[src/rtl/fx_pkg.sv]
// Shared definitions for the front-panel effect controller.
//   state_t      : controller state codes (also driven out on o_state)
//   loop_mode_t  : what the loop address generator is doing this cycle
//   EFF_*        : effect slot indices into the packed parameter bank
//   param_step   : one increment/decrement step of a parameter, wrap or clamp
//   state_leds   : one-hot green LED pattern for a state
package fx_pkg;

    typedef enum logic [2:0] {
        S_INIT  = 3'd0,
        S_PLAY  = 3'd1,
        S_SET   = 3'd2,
        S_RECD  = 3'd3,
        S_PLAYL = 3'd4
    } state_t;

    typedef enum logic [1:0] {
        LM_IDLE = 2'd0,
        LM_REC  = 2'd1,
        LM_PLAY = 2'd2
    } loop_mode_t;

    localparam int EFF_GATE = 0;
    localparam int EFF_COMP = 1;
    localparam int EFF_DIST = 2;
    localparam int EFF_EQ   = 3;
    localparam int EFF_CHOR = 4;
    localparam int EFF_FLNG = 5;
    localparam int EFF_TREM = 6;
    localparam int EFF_DEL  = 7;

    // Parameters of any width up to PSTEP_W bits go through param_step;
    // max_val is the all-ones value of the caller's parameter width.
    localparam int PSTEP_W = 16;

    function automatic logic [PSTEP_W-1:0] param_step(
        input logic [PSTEP_W-1:0] val,
        input logic               inc,
        input logic               dec,
        input logic               sat,
        input logic [PSTEP_W-1:0] max_val
    );
        logic [PSTEP_W-1:0] r;
        r = val;
        if (inc && !dec) begin
            if (val == max_val) r = sat ? max_val : '0;
            else                r = val + 1'b1;
        end else if (dec && !inc) begin
            if (val == '0) r = sat ? '0 : max_val;
            else           r = val - 1'b1;
        end
        return r;
    endfunction

    function automatic logic [8:0] state_leds(input state_t s);
        logic [8:0] l;
        case (s)
            S_PLAY:  l = 9'h001;
            S_SET:   l = 9'h002;
            S_RECD:  l = 9'h004;
            S_PLAYL: l = 9'h008;
            default: l = 9'h100;
        endcase
        return l;
    endfunction

endpackage

[src/rtl/fx_ctrl_sequencer_loop_addr_gen.sv]
// Loop memory address generator: owns the sample counter and recorded length,
// and issues one-cycle write (record) / read (playback) strobes per tick.
// Ports:
//   i_clk, i_rst : clock, async active-high reset
//   mode         : LM_REC records, LM_PLAY plays back, LM_IDLE holds
//   start        : clear the counter ahead of a new recording (idle mode only)
//   stop         : loop key edge; in record mode latches the length
//   tick         : one-cycle pulse per audio sample
//   addr, len    : registered memory address / recorded length
//   wr, rd       : registered write / read strobes
//   full         : combinational, this tick writes the last address
//   empty        : combinational, counter is at zero
module loop_addr_gen
    import fx_pkg::*;
#(
    parameter int LW = 20
) (
    input  logic            i_clk,
    input  logic            i_rst,
    input  loop_mode_t      mode,
    input  logic            start,
    input  logic            stop,
    input  logic            tick,
    output logic [LW-1:0]   addr,
    output logic [LW-1:0]   len,
    output logic            wr,
    output logic            rd,
    output logic            full,
    output logic            empty
);

    localparam logic [LW-1:0] ADDR_MAX = '1;

    logic [LW-1:0] cnt;

    assign full  = (mode == LM_REC) && tick && (cnt == ADDR_MAX);
    assign empty = (cnt == '0);

    always_ff @(posedge i_clk or posedge i_rst) begin
        if (i_rst) begin
            cnt  <= '0;
            addr <= '0;
            len  <= '0;
            wr   <= 1'b0;
            rd   <= 1'b0;
        end else begin
            wr <= 1'b0;
            rd <= 1'b0;
            case (mode)
                LM_REC: begin
                    if (tick) begin
                        wr   <= 1'b1;
                        addr <= cnt;
                    end
                    // A tick coinciding with stop is written first and counted.
                    if (full) begin
                        len <= ADDR_MAX;
                        cnt <= '0;
                    end else if (stop) begin
                        len <= tick ? cnt + 1'b1 : cnt;
                        cnt <= '0;
                    end else if (tick) begin
                        cnt <= cnt + 1'b1;
                    end
                end
                LM_PLAY: begin
                    if (tick) begin
                        rd   <= 1'b1;
                        addr <= cnt;
                        cnt  <= (cnt >= len - 1'b1) ? '0 : cnt + 1'b1;
                    end
                end
                default: begin
                    if (start) cnt <= '0;
                end
            endcase
        end
    end

endmodule

[src/rtl/fx_ctrl_sequencer.sv]
// Front-panel controller for the guitar effect chain: key edge detection,
// per-effect parameter bank with inc/dec (wrap or saturate), and a loop
// record/playback sequencer driving loop SRAM strobes. All outputs registered.
// Ports:
//   i_clk, i_rst          : clock, async active-high reset
//   i_init_done           : codec configuration finished
//   i_key_inc/dec/loop/mode : debounced key levels
//   i_sel                 : selected effect index
//   i_fx_en               : effect enable switches
//   i_sample_tick         : one-cycle pulse per audio sample
//   o_state, o_ledg       : state code and one-hot state LEDs
//   o_params, o_cur_val   : parameter bank, selected parameter in SET
//   o_ledr                : selected effect in SET, else enable switches
//   o_loop_wr/rd/addr/len : loop memory interface
//
// state   | meaning
// S_INIT  | waiting for codec configuration
// S_PLAY  | normal effect playback
// S_SET   | editing the parameter of the selected effect
// S_RECD  | recording samples into loop memory
// S_PLAYL | playing the recorded loop back
module fx_ctrl_sequencer
    import fx_pkg::*;
#(
    parameter int                 N_FX      = 8,
    parameter int                 PW        = 3,
    parameter int                 LW        = 20,
    parameter bit                 SAT       = 1'b0,
    parameter logic [N_FX*PW-1:0] P_DEFAULT = '0,
    localparam int                SW        = $clog2(N_FX)
) (
    input  logic                 i_clk,
    input  logic                 i_rst,
    input  logic                 i_init_done,
    input  logic                 i_key_inc,
    input  logic                 i_key_dec,
    input  logic                 i_key_loop,
    input  logic                 i_key_mode,
    input  logic [SW-1:0]        i_sel,
    input  logic [N_FX-1:0]      i_fx_en,
    input  logic                 i_sample_tick,
    output logic [2:0]           o_state,
    output logic [N_FX*PW-1:0]   o_params,
    output logic [PW-1:0]        o_cur_val,
    output logic [8:0]           o_ledg,
    output logic [N_FX-1:0]      o_ledr,
    output logic                 o_loop_wr,
    output logic                 o_loop_rd,
    output logic [LW-1:0]        o_loop_addr,
    output logic [LW-1:0]        o_loop_len
);

    localparam logic [PW-1:0] P_MAX = '1;

    state_t              state_q, state_n;
    logic [N_FX*PW-1:0]  params_q, params_n;
    logic [PW-1:0]       cur_val_n;
    logic [N_FX-1:0]     ledr_n;

    logic key_inc_q, key_dec_q, key_loop_q, key_mode_q;
    logic inc_edge, dec_edge, loop_edge, mode_edge;

    loop_mode_t lg_mode;
    logic       lg_start, lg_full, lg_empty;

    assign inc_edge  = i_key_inc  & ~key_inc_q;
    assign dec_edge  = i_key_dec  & ~key_dec_q;
    assign loop_edge = i_key_loop & ~key_loop_q;
    assign mode_edge = i_key_mode & ~key_mode_q;

    assign lg_mode  = (state_q == S_RECD)  ? LM_REC  :
                      (state_q == S_PLAYL) ? LM_PLAY : LM_IDLE;
    // Mode has priority in PLAY, so only a lone loop edge starts a recording.
    assign lg_start = (state_q == S_PLAY) && loop_edge && !mode_edge;

    always_comb begin
        state_n  = state_q;
        params_n = params_q;
        case (state_q)
            S_INIT: begin
                if (i_init_done) state_n = S_PLAY;
            end
            S_PLAY: begin
                if (mode_edge)      state_n = S_SET;
                else if (loop_edge) state_n = S_RECD;
            end
            S_SET: begin
                if (mode_edge) state_n = S_PLAY;
                for (int k = 0; k < N_FX; k++) begin
                    if (i_sel == SW'(k) && (inc_edge ^ dec_edge)) begin
                        params_n[k*PW +: PW] = PW'(param_step(PSTEP_W'(params_q[k*PW +: PW]),
                                                              inc_edge, dec_edge, SAT,
                                                              PSTEP_W'(P_MAX)));
                    end
                end
            end
            S_RECD: begin
                // Stopping with nothing recorded falls straight back to PLAY.
                if (lg_full)        state_n = S_PLAYL;
                else if (loop_edge) state_n = (lg_empty && !i_sample_tick) ? S_PLAY : S_PLAYL;
            end
            S_PLAYL: begin
                if (loop_edge) state_n = S_PLAY;
            end
            default: state_n = S_INIT;
        endcase

        cur_val_n = '0;
        ledr_n    = (state_n == S_SET) ? '0 : i_fx_en;
        for (int k = 0; k < N_FX; k++) begin
            if (state_n == S_SET && i_sel == SW'(k)) begin
                cur_val_n = params_n[k*PW +: PW];
                ledr_n[k] = 1'b1;
            end
        end
    end

    always_ff @(posedge i_clk or posedge i_rst) begin
        if (i_rst) begin
            state_q    <= S_INIT;
            params_q   <= P_DEFAULT;
            key_inc_q  <= 1'b0;
            key_dec_q  <= 1'b0;
            key_loop_q <= 1'b0;
            key_mode_q <= 1'b0;
            o_cur_val  <= '0;
            o_ledg     <= state_leds(S_INIT);
            o_ledr     <= '0;
        end else begin
            state_q    <= state_n;
            params_q   <= params_n;
            key_inc_q  <= i_key_inc;
            key_dec_q  <= i_key_dec;
            key_loop_q <= i_key_loop;
            key_mode_q <= i_key_mode;
            o_cur_val  <= cur_val_n;
            o_ledg     <= state_leds(state_n);
            o_ledr     <= ledr_n;
        end
    end

    assign o_state  = state_q;
    assign o_params = params_q;

    loop_addr_gen #(
        .LW(LW)
    ) u_loop (
        .i_clk (i_clk),
        .i_rst (i_rst),
        .mode  (lg_mode),
        .start (lg_start),
        .stop  (loop_edge),
        .tick  (i_sample_tick),
        .addr  (o_loop_addr),
        .len   (o_loop_len),
        .wr    (o_loop_wr),
        .rd    (o_loop_rd),
        .full  (lg_full),
        .empty (lg_empty)
    );

endmodule

[config.mk]
export PLATFORM = sky130hd
export DESIGN_NAME = fx_ctrl_sequencer
export DESIGN_NICKNAME = d
export VERILOG_FILES = /design/src/rtl/fx_pkg.sv /design/src/rtl/fx_ctrl_sequencer_loop_addr_gen.sv /design/src/rtl/fx_ctrl_sequencer.sv
export SDC_FILE = /design/constraint.sdc
export NUM_CORES = 1
export LEC_CHECK = 0
export BUFFER_PORTS_ARGS = -buffer_cell sky130_fd_sc_hd__buf_2
export CAP_MARGIN = 0
export CORE_MARGIN = 2
export CORE_UTILIZATION = 34
export CTS_CLUSTER_DIAMETER = 60
export DETAILED_ROUTE_END_ITERATION = 16
export GPL_TIMING_DRIVEN = 0
export SLEW_MARGIN = 20
export SYNTH_ARGS = -nofsm -noshare
export SYNTH_HDL_FRONTEND = slang
export SYNTH_SLANG_ARGS = --single-unit
export TNS_END_PERCENT = 1
[constraint.sdc]
create_clock -name i_clk -period 6.3 [get_ports i_clk]
set_input_delay 0.63 -clock i_clk [delete_from_list [all_inputs] [get_ports i_clk]]
set_output_delay 0.63 -clock i_clk [all_outputs]
set_load 0.005 [all_outputs]
==> reports/summary.txt <==
Mapped cell area -> 7058 um^2
CP required -> 6.58 ns
Fillers -> 2065
IO Port Bufs -> 101
Antenna cells -> 0
Post-synth EDFFs -> 0
Post-synth top flop -> dfrtp_1
Clock skew -> 0.01070 ns
GRT Util Overall -> 18.12%
Delay-heaviest family, CP -> simple AND/OR/NAND/NOR gates
Sink Count -> 109
Outcome -> finished clean
FF+latch count, synth -> 109
FP Rows -> 52
Share of layout cells above drive strength 1 -> 23.68%
HPWL Detailed -> 15080 um
Flop pwr share -> 38.0%
Post-CTS Setup Inserts -> 0
CTS Hold Bufs -> 0
Core area -> 20300 um^2
Pwr dens -> 332.4 nW/um^2
Internal Pwr Total -> 0.001674 W
Die Y-Extent -> 148.1 um
Die X -> 148.1 um
Data arrival, critical path -> 4.60 ns
Via density -> 5.232
Area growth, synth to finish -> 17.04%
GR Overflow Total -> 0
Clk_lat worst skew -> 0.36 ns
GP Congestion -> 0.8444
Ys async rst share -> 100.0%
Levels on crit path -> 16
Wirelength per Cell -> 17.29 um
Leak -> 3.885 nW
Gate power share -> 39.9%
Vias in the first global route -> 5785
Largest cells by area after synthesis -> dfrtp_1, ha_1, nand2_1
CTS tree -> done
Synth top area share -> 38.29%
Switching Fraction -> 39.04%
RSZ-0062 raised after global routing -> false
Endpoints failing setup -> 0
Ys Warns -> 0
TritonRoute pass-1 iters -> 5
Yosys cell types -> 84
Hold/Removal Path Class -> input pin to asynchronous set/reset pin
Final Hold Fails -> 0
Initial drt markers -> 355
Fmax -> 231.1 MHz
First-pass GRT wire length -> 31140 um
CTS H-tree depth -> 3
I/O pins -> 108
Critical-path cell list -> or4_4 -> or4_4 -> nor2_4 -> nand2_2 -> or2_4 -> nor3_2 -> xnor2_1 -> ha_1 -> a21o_1 -> a21o_1 -> a221oi_1 -> o21ai_1 -> o22ai_2 -> buf_4 -> a21oi_1 -> a31oi_1
Final Cycle Share -> 68.67%
CP max FO -> 10
# DRC -> 0
Largest net degree at the start of global routing -> 63
Routed Antenna Nets -> 0
Die area -> 21930 um^2
Worst vdd ir -> 0.0001891 V
Clock Power Share -> 22.1%
Fin nets -> 941
Max Cap Viol -> 0
Most frequent cell after synthesis -> dfrtp_1
CP Class -> flip-flop to flip-flop
Worst path slowest cell -> or4_4
Clock Path Buffers -> 2
Net switching power of the design -> 0.001072 W
Crit path largest cell delay -> 0.59 ns
Clock transition at path regs -> 0.08 ns
Number of cells produced by synthesis -> 749
Actual slew at the worst max-slew pin -> 0.8032 ns
Syn avg cell area -> 9.423 um^2
Detailed Route WL -> 19710 um
Final worst setup slack -> 1.974 ns
Critical Path Sink Type -> flip-flop
Worst path bufs/invs -> 1
Num CTS Buffers -> 9
Seq/Total Area, Yosys -> 38.66%
Register-to-Register Path Depth -> 16
Post-place setup slack -> 1.959 ns
Routed via count -> 5964
Tmin final -> 4.326 ns
Synth area leader -> dfrtp_1
Most frequent cells after synthesis -> dfrtp_1, nand2_1, nor2_1
Initial core utilization -> 34.77%
Startpoint types -> flip-flop
Clock root buffer -> clkbuf_16
Fin Setup TNS -> 0 ns
Post-CTS Resized -> 0
Antenna violations before repair -> 0
Max-slew violation count -> 0
Slew headroom -> 45.96%
## worst paths after layout
path	from	to	slack [ns]
setup reg to reg	u_loop.len[2]	u_loop.cnt[19]	1.97
min in group i_clk	i_key_mode	key_mode_q	0.39
hold reg to reg	u_loop.addr[18]	u_loop.addr[18]	0.51
hold / removal	i_rst	o_ledr[1]	0.32
max in group asynchronous	i_rst	u_loop.cnt[13]	5.31
setup / recovery	u_loop.len[2]	u_loop.cnt[19]	1.97
## power by group through the flow
stage | clock network (W) | registers, W | logic (W)
final | 0.000606 | 0.00104 | 0.00110
after global routing | 0.000651 | 0.00107 | 0.00123
after CTS | 0.000626 | 0.00104 | 0.00111
after detailed placement | 0 | 0.00106 | 0.00110
after global placement | 0 | 0.00106 | 0.00109
after floorplan | 0 | 0.00102 | 0.000717
## stage by stage
stage          hold WS (ns)  cell area, um^2  std cells  util [%]  power (W)
2_1_floorplan        0.5055             7069        752         -   0.001741
3_3_place_gp         0.4890             7913       1123     38.98   0.002142
3_5_place_dp         0.4909             7945       1124     39.14   0.002161
4_1_cts              0.3732             8260       1140     40.69   0.002778
5_1_grt              0.3821             8260       1140     40.69   0.002953
6_report             0.3177             8260       1140     40.69   0.002746
## logic make-up after synthesis
| group | count (synthesis) | synth area share, % |
|---|---|---|
| simple gates | 254 | 19.13 |
| compound gates | 171 | 16.33 |
| flops | 109 | 38.66 |
| buf+inv | 87 | 5.460 |
| fa+ha+maj | 57 | 10.10 |
| xor+xnor | 35 | 4.343 |
| mux | 35 | 5.921 |
| other cells | 1 | 0.05313 |
## metal layers
metal	up-vias	part of all wire, %	track usage (%)
met1	2811	43	22.64
met5	-	0	0
li1	2927	-	-
met4	0	2.1	6.000
met3	32	5.4	3.037
met2	194	50	31.83
## placed cells by master, fill, tap and decap left out, types with 10 or more instances in the layout
| cell | count |
|---|---|
| mux2_2 | 24 |
| dfrtp_1 | 108 |
| ha_1 | 57 |
| inv_1 | 42 |
| and3_1 | 13 |
| xor2_1 | 19 |
| nand2b_1 | 10 |
| a21oi_1 | 34 |
| xnor2_1 | 16 |
| nand3_1 | 23 |
| nor3_1 | 13 |
| o21ai_0 | 39 |
| clkbuf_1 | 13 |
| buf_2 | 120 |
| a31oi_1 | 24 |
| nand2_1 | 78 |
| nor2_1 | 59 |
## sequential cells by signal (all words and copies together), names as in the netlist
signal	flops
o_params	24
u_loop.addr	20
u_loop.cnt	20
u_loop.len	20
o_ledr	8
o_ledg	5
o_cur_val	3
o_state	3
key_dec_q	1
key_inc_q	1
key_loop_q	1
key_mode_q	1
u_loop.rd	1
u_loop.wr	1
## area by class of cell
class	count	area, um^2	share of cell area, %
Buffer	43	220.2	2.666
Clock buffer	10	239.0	2.893
Clock inverter	6	76.32	0.9240
Inverter	44	170.2	2.060
Multi-Input combinational cell	556	3955	47.88
Sequential cell	109	2729	33.04
Tap cell	270	337.8	4.090
Timing Repair Buffer	102	533.0	6.453
## worst register-to-register path: cells and delay by family, from the launching register on
family                   cells  cell delay, ns
buffers and inverters        1            0.24
flip-flops                   1            0.48
AO/OA/AOI/OAI                7            1.39
adder cells (fa/ha/maj)      1            0.27
AND/OR/NAND/NOR              6            1.71
XOR/XNOR                     1            0.15
No activity file was read; power rests on OpenSTA's default activity.
